[src/rtl/inv_cell.sv]
// Bit-wise inverter with a registered copy of the inverted value and a
// saturating count of the clock edges on which that registered copy changed.
module inv_cell #(
    parameter int WIDTH = 1,
    parameter int CNT_W = 8
) (
    input  logic             clk,
    input  logic             rst_n,
    input  logic [WIDTH-1:0] A,
    output logic [WIDTH-1:0] Y,
    output logic [WIDTH-1:0] Y_q,
    output logic [CNT_W-1:0] toggle_cnt
);

    logic changed;
    logic cnt_full;

    assign Y        = ~A;
    // Any number of differing bits on one edge is a single toggle.
    assign changed  = (Y != Y_q);
    assign cnt_full = (toggle_cnt == {CNT_W{1'b1}});

    // Reset value all-ones mirrors ~A for A == 0, so the first edge after
    // release compares against all-ones.
    always_ff @(posedge clk or negedge rst_n) begin
        if (!rst_n) begin
            Y_q        <= {WIDTH{1'b1}};
            toggle_cnt <= '0;
        end else begin
            Y_q <= Y;
            if (changed && !cnt_full)
                toggle_cnt <= toggle_cnt + CNT_W'(1);
        end
    end

endmodule

[config.mk]
export PLATFORM = sky130hd
export DESIGN_NAME = inv_cell
export DESIGN_NICKNAME = d
export VERILOG_FILES = /design/src/rtl/inv_cell.sv
export SDC_FILE = /design/constraint.sdc
export NUM_CORES = 1
export LEC_CHECK = 0
export CAP_MARGIN = 20
export CORE_AREA = 10 10 47 49
export CTS_CLUSTER_DIAMETER = 100
export DETAILED_ROUTE_END_ITERATION = 16
export DIE_AREA = 0 0 57 59
export MAX_ROUTING_LAYER = met4
export PLACE_DENSITY_LB_ADDON = 0.08
export SYNTH_ARGS = -nofsm -noshare
export SYNTH_HDL_FRONTEND = slang
export SYNTH_SLANG_ARGS = --single-unit
export TNS_END_PERCENT = 50
[constraint.sdc]
create_clock -name clk -period 2.7 [get_ports clk]
set_clock_uncertainty 0.15 [all_clocks]
set_input_delay 0.27 -clock clk [delete_from_list [all_inputs] [get_ports clk]]
set_output_delay 0.27 -clock clk [all_outputs]
set_load 0.005 [all_outputs]
==> run summary, run 1 <==
DR iter-0 viols: 1
Combinational Power Share: 40.5%
Largest stage delay, worst path: 500 ps
most common cell after layout, fill and taps aside: clkdlybuf4s50_1
kind of critical path: primary input to output pin
CP dominant cell by count: clkdlybuf4s50_1
total gr overflow: 0
Switch Pwr: 202 µW
Sink Count: 9
DRC viols: 0
Mean Syn Cell Area: 12.7 µm²
cells along the critical path: clkdlybuf4s50_1 > inv_1 > clkdlybuf4s50_1
Synth Cell Area: 430 µm²
fin nets: 55
Synth top area share: 46.5%
largest net degree at the start of global routing: 10
Vias/cell: 4.95
diode count: 0
final setup fails: 0
core box area: 0.00140 mm²
average wire per standard cell: 14.4 µm
slew margin rel.: 71.1%
routed wire length: 948 µm
crit share post-route: 64.8%
fillcell total: 149
number of max-cap violations: 0
top-level port count: 13
register share of total power: 42.7%
Peak VDD IR: 0.431 mV
most frequent cells in the layout: 12 x clkdlybuf4s50_1, 8 x dfrtp_1, 3 x a21oi_1, 3 x clkbuf_4
IO Port Bufs: 12
Least-Margin Pin Slew: 432 ps
post-route setup TNS: 0 ps
Reg clk slew, reported paths: 60 ps
fin. max-slew vios: 0
Worst-Skew Late Latency: 250 ps
Num CTS Buffers: 3
setup slack after layout: 949 ps
Clk network pwr share: 16.8%
Buf/Inv on CP: 3
CTS Hold Bufs: 0
final hold violations: 0
Max clock buf depth: 2
Worst path slowest cell: clkdlybuf4s50_1
#FFs+latches synth: 9
DIE WIDTH: 57 µm
worst slack at placement: 843 ps
crit path DAT: 1330 ps
total number of vias: 327
Setup crit end kind: output pin
maximum clock rate: 571 MHz
top cells by area, synth: dfrtp_1 47%, dfstp_2 6.1%, nand3_4 4.1%
DRT antenna net count: 0
sequential-to-total area share from yosys stat: 52.6%
Ys Warns: 0
first-pass GRT wire length: 1.73 mm
Power Dens Cells: 1010 mW/mm²
Critical Path RT: 2280 ps
syn nets: 38
die height: 59 µm
post-CTS sizing: 0
post-layout min period: 1750 ps
Post-Syn Instances: 34
worst-path maximum fanout: 2
RSZ-0062 raised after global routing: false
setup bufs post-CTS: 0
Row Count: 14
Cell Int Power: 402 µW
Pleak: 0.248 nW
drt pass-1 iters: 3
Area Overhead vs Synth: 38.7%
Netlist cell types: 22
cell family with most CP delay: buffers and inverters
share of cells above drive strength 1: 18.0%
Worst setup SP type: primary input
H-tree levels: 1
Hold Path Class: primary input to asynchronous set/reset pin
initial antenna violation count: 0
CTS tree: built
number of global-route vias before repair: 392
Die ar.: 0.00336 mm²
clk root buf: clkbuf_4
FF+latch area: 226 µm²
Sw Ratio: 33.5%
outcome: finished clean
cell taking the most area after synthesis: dfrtp_1
multi-input logic area: 200 µm²
initial core utilization: 30.7%
gr usage total: 6.55%
RD Place Congestion: 0.698
[area by class of cell]
type / instances / share of cell area, %
inverters: 1 / 0.629
flip-flops and latches: 9 / 37.9
clock buffers: 4 / 4.40
repair buffers: 12 / 20.1
multi-input cells: 24 / 33.5
well taps: 16 / 3.35
[Yosys cell counts]
cell type,instances
and3_1,1
nand2_1,2
a41oi_1,1
mux2_1,1
nand3_1,1
xor2_1,1
xnor2_2,1
inv_1,1
o21a_1,1
nand3_4,1
ha_1,1
a21oi_1,3
and4_4,1
nor2b_1,1
dfstp_2,1
dfrtp_1,8
and2b_1,1
a31oi_1,2
and3_4,1
xnor2_1,2
o21ai_2,1
o22a_1,1
[worst paths after layout]
kind / cells past startpoint / slack (ps) / from / end
min in group clk: 1 / 390 / toggle_cnt[0] / toggle_cnt[0]
max in group asynchronous: 1 / 1900 / rst_n / Y_q
min: 1 / 170 / rst_n / toggle_cnt[5]
min reg2reg: 1 / 390 / toggle_cnt[0] / toggle_cnt[0]
max: 3 / 950 / A / Y
max reg2reg: 4 / 1140 / toggle_cnt[3] / toggle_cnt[1]
[through the flow]
step / power, mW / instances / cell area (µm²) / hold slack, ps / utilization (%)
6_report: 0.604 / 66 / 597 / 173 / 42.6
5_1_grt: 0.662 / 66 / 597 / 198 / 42.6
4_1_cts: 0.621 / 66 / 597 / 181 / 42.6
3_5_place_dp: 0.511 / 62 / 571 / 381 / 40.7
3_3_place_gp: 0.499 / 62 / 571 / 358 / 40.7
2_1_floorplan: 0.363 / 34 / 430 / -176 / -
[flip-flops by register name (all words and copies together) (netlist names)]
signal / flops
Y_q: 1
toggle_cnt: 8
[routing by layer]
layer	vias up	GRT usage, %	share of wire (%)
met2	11	10.5	47
met4	0	3.02	0
met3	0	3.43	11
met1	159	6.46	41
met5	-	-	0
li1	157	-	-
[cells by family (layout without fill, tap and decap cells)]
group | after synthesis | after routing | share of synthesized area, %
buffers and inverters | 1 | 17 | 0.871
DFF | 9 | 9 | 52.6
xor gates and xnor gates | 4 | 4 | 9.89
adders and majority gates | 1 | 1 | 2.91
AOI/OAI and AO/OA | 9 | 9 | 14.2
muxes | 1 | 1 | 2.62
and+or+nand+nor | 9 | 9 | 16.9
[worst reg2reg max path, cell delays in order (launching register included)]
cell	delay, ps
dfrtp_1	440
and3_4	250
nand3_4	110
o21ai_2	170
mux2_1	330
[power by group through the flow]
stage | Clock, mW | Sequential, mW | Combinational (mW)
CTS | 0.109 | 0.259 | 0.253
detailed placement | 0 | 0.260 | 0.251
global placement | 0 | 0.254 | 0.245
floorplan | 0 | 0.255 | 0.108
finish | 0.102 | 0.258 | 0.244
global route | 0.116 | 0.270 | 0.276
Power figures use the tool's default switching activity.
==> run 2: changes to the inputs <==
clock period = 1.7 ns   (was 2.7 ns; I/O delays follow)
==> run 2 against run 1 <==
- worst setup slack worse by 880 ps
- hold slack worse by 110 ps
- critical path type is now register to output pin
- clock-buffer cell count unchanged
- clock power up 62%
- sequential power up 53%
- total power up 64%
- critical endpoint is now Y_q
- sequential cell count unchanged
- global-route usage up 0.26 points
- design area up 2.5%
==> run summary, run 2 (synthesis results as in run 1) <==
outcome: finished clean
Reg clk slew, reported paths: 60 ps
Largest stage delay, worst path: 550 ps
maximum clock rate: 613 MHz
Hold Path Class: primary input to asynchronous set/reset pin
top flop regs: toggle_cnt (8), Y_q (1)
worst slack at placement: -16.8 ps
routed wire length: 1.00 mm
cell family with most CP delay: flip-flops
DIE WIDTH: 57 µm
IO Port Bufs: 12
first-pass GRT wire length: 1.77 mm
CTS Hold Bufs: 0
Pleak: 0.258 nW
Num CTS Buffers: 3
kind of critical path: register to output pin
fillcell total: 144
Worst-Skew Late Latency: 260 ps
clk root buf: clkbuf_4
final hold violations: 0
Sink Count: 9
Peak VDD IR: 0.804 mV
Vias/cell: 5.09
slew margin rel.: 71.1%
top-level port count: 13
fin. max-slew vios: 0
worst-path maximum fanout: 2
Max clock buf depth: 2
fin nets: 57
Critical Path RT: 1380 ps
CTS tree: built
Least-Margin Pin Slew: 432 ps
DP Area: 586 µm²
most frequent cells in the layout: 12 x clkdlybuf4s50_1, 8 x dfrtp_1, 3 x a21oi_1, 3 x clkbuf_4
Power Dens Cells: 1620 mW/mm²
Pwr Total: 990 µW
WHS: 64.4 ps
RD Place Congestion: 0.704
die height: 59 µm
Buf/Inv on CP: 1
Top reg by flops: toggle_cnt
setup slack after layout: 68.6 ps
final setup fails: 0
diode count: 0
number of max-cap violations: 0
largest net degree at the start of global routing: 10
DR iter-0 viols: 2
post-layout min period: 1630 ps
Worst setup SP type: register
initial antenna violation count: 0
DRC viols: 0
share of cells above drive strength 1: 21.2%
average wire per standard cell: 14.7 µm
total number of vias: 346
DRT antenna net count: 0
total gr overflow: 0
H-tree levels: 1
number of global-route vias before repair: 401
RSZ-0062 raised after global routing: false
core box area: 0.00140 mm²
Row Count: 14
crit path DAT: 1310 ps
setup bufs post-CTS: 0
most common cell after layout, fill and taps aside: clkdlybuf4s50_1
Setup crit end kind: output pin
Die ar.: 0.00336 mm²
Area Overhead vs Synth: 42.2%
cells along the critical path: clkdlybuf4s50_1
max reg flops: 8
Worst path slowest cell: dfstp_2
crit share post-route: 96.0%
gr usage total: 6.80%
drt pass-1 iters: 4
design area: 612 µm²
initial core utilization: 30.7%
post-CTS sizing: 0
[run 2: metrics by stage]
step	instances	utilization [%]	setup TNS, ps
2_1_floorplan	34	-	0
3_3_place_gp	64	41.8	0
3_5_place_dp	64	41.8	-16.8
4_1_cts	68	43.7	0
5_1_grt	68	43.7	0
6_report	68	43.7	0
[run 2: layout make-up]
type | count | area, µm² | area share [%]
Sequential cell | 9 | 226 | 37.0
Multi-Input combinational cell | 24 | 200 | 32.7
Timing Repair Buffer | 14 | 135 | 22.1
Clock buffer | 4 | 26.3 | 4.29
Tap cell | 16 | 20.0 | 3.27
Inverter | 1 | 3.75 | 0.613
[run 2: worst paths after layout]
kind	slack (ps)	cells past startpoint	to	from
max	70	1	Y_q	Y_q
min	60	1	toggle_cnt[5]	rst_n
max reg2reg	150	5	toggle_cnt[4]	toggle_cnt[0]
min reg2reg	390	1	toggle_cnt[0]	toggle_cnt[0]
max in group asynchronous	1000	1	Y_q	rst_n
min in group clk	360	2	Y_q	A
[run 2: layer usage]
layer  global-route usage, %  up-vias  wire [µm]
li1                        -      159          -
met1                    6.30      166        410
met2                    11.2       17        479
met3                    3.43        4         97
met4                    4.03        0         12
met5                       -        -          0
[run 2: report_power, final]
part / switching (mW) / total [mW] / internal, mW / leakage [nW]
Combinational: 0.163 / 0.428 / 0.265 / 0.134
Clock: 0.0746 / 0.165 / 0.0905 / 0.0150
Sequential: 0.0951 / 0.396 / 0.301 / 0.109
Total: 0.333 / 0.990 / 0.657 / 0.258
[run 2: worst reg2reg max path: stages (launching register included)]
cell,delay [ps]
dfrtp_1,410
ha_1,190
nand2_1,120
and2b_1,300
nand3_1,120
xnor2_1,140
==> run 3: changes to the inputs <==
==> constraint.sdc (replaced) <==
create_clock -name clk -period 1.7 [get_ports clk]
set_clock_uncertainty 0.15 [all_clocks]
set_input_delay 0.17 -clock clk [delete_from_list [all_inputs] [get_ports clk]]
set_output_delay 0.17 -clock clk [all_outputs]
set_load 0.01 [all_outputs]
==> run 3 against run 2 <==
- worst setup slack better by 39 ps
- first-iteration DRC count stayed put
- register-to-register slack hardly changed
- global-route usage unchanged
- utilization is 0.18 points higher
- sequential cell count unchanged
- combinational power increased by 7.9%
- hold slack hardly changed
- design area grew 0.41%
- maximum frequency up 2.4%
==> run summary, run 3 (synthesis results as in run 1) <==
Max clock buf depth: 2
top-level port count: 13
top flop regs: toggle_cnt (8), Y_q (1)
IO Port Bufs: 12
Hold Path Class: primary input to asynchronous set/reset pin
cells along the critical path: buf_4 > clkdlybuf4s50_1
Setup crit end kind: output pin
fillcell total: 142
WHS: 64.1 ps
Worst-Skew Late Latency: 260 ps
Sink Count: 9
Reg clk slew, reported paths: 60 ps
Pleak: 0.267 nW
cell family with most CP delay: buffers and inverters
Vias/cell: 5.07
most frequent cells in the layout: 11 x clkdlybuf4s50_1, 8 x dfrtp_1, 3 x a21oi_1, 3 x clkbuf_4
kind of critical path: register to output pin
Num CTS Buffers: 3
outcome: finished clean
Worst setup SP type: register
crit path DAT: 1270 ps
CTS tree: built
DRT antenna net count: 0
DIE WIDTH: 57 µm
first-pass GRT wire length: 1.77 mm
core box area: 0.00140 mm²
clk root buf: clkbuf_4
design area: 614 µm²
max reg flops: 8
Power Dens Cells: 1670 mW/mm²
drt pass-1 iters: 4
fin nets: 57
maximum clock rate: 628 MHz
Worst Setup SP: toggle_cnt[3]
Buf/Inv on CP: 2
number of global-route vias before repair: 401
initial antenna violation count: 0
Peak VDD IR: 0.812 mV
share of cells above drive strength 1: 21.2%
crit share post-route: 93.7%
Critical Path RT: 1380 ps
Row Count: 14
Die ar.: 0.00336 mm²
DR iter-0 viols: 2
initial core utilization: 30.7%
fin. max-slew vios: 0
final hold violations: 0
Critical R2R Launch: toggle_cnt[0]
Worst path slowest cell: clkdlybuf4s50_1
Area Overhead vs Synth: 42.7%
largest net degree at the start of global routing: 10
number of max-cap violations: 0
slew margin rel.: 71.2%
worst-path maximum fanout: 5
Top reg by flops: toggle_cnt
most common cell after layout, fill and taps aside: clkdlybuf4s50_1
gr usage total: 6.80%
total number of vias: 345
H-tree levels: 1
die height: 59 µm
DP Area: 586 µm²
routed wire length: 1.00 mm
average wire per standard cell: 14.8 µm
DRC viols: 0
Largest stage delay, worst path: 530 ps
RSZ-0062 raised after global routing: false
final setup fails: 0
diode count: 0
RD Place Congestion: 0.704
total gr overflow: 0
CTS Hold Bufs: 0
post-layout min period: 1590 ps
Least-Margin Pin Slew: 431 ps
Pwr Total: 1.02 mW
==> run 3: cell count changes in the layout (fill, tap and decap cells not counted), sizes merged <==
cell | previous run | this run
dlymetal6s2s | 0 | 1
clkdlybuf4s50 | 12 | 11
==> run 3: cell type report <==
cell class,count,area [µm²],area share (%)
clock buffer,4,26.3,4.28
inverter,1,3.75,0.611
tap,16,20.0,3.26
sequential,9,226,36.9
timing repair buffer,14,138,22.4
multi-input combinational,24,200,32.6
==> run 3: worst paths after layout <==
path,endpoint,slack [ps],cells after the start
worst max-delay path,toggle_cnt[3],110,2
worst min-delay path,toggle_cnt[5],60,1
worst max register to register,toggle_cnt[4],150,5
worst min register to register,toggle_cnt[0],390,1
max in group asynchronous,Y_q,1000,1
min in group clk,Y_q,360,2
==> run 3: metal layers <==
metal / wire [µm] / vias up / global-route usage [%]
met2: 475 / 17 / 11.2
li1: - / 159 / -
met4: 12 / 0 / 4.03
met1: 416 / 165 / 6.30
met3: 97 / 4 / 3.43
met5: 0 / - / -
==> run 3: stage by stage <==
step	util (%)	instances	setup slack, ps	TNS [ps]
floorplan	-	34	170	0
global placement	41.8	64	54.8	0
detailed placement	41.8	64	-16.8	-16.8
CTS	43.7	68	16.8	0
global route	43.8	68	28.7	0
finish	43.8	68	107	0
==> run 3: power by group <==
part / switching (mW) / internal [mW] / leakage [nW]
clock: 0.0746 / 0.0905 / 0.0150
combinational: 0.196 / 0.266 / 0.143
sequential: 0.0951 / 0.301 / 0.109
total: 0.365 / 0.658 / 0.267
==> run 3: timing repair <==
action / 4_1_cts / 5_1_grt
buffers inserted: 0 / 0
endpoints found under the setup margin: 0 / 1
gates resized for setup: 0 / 1
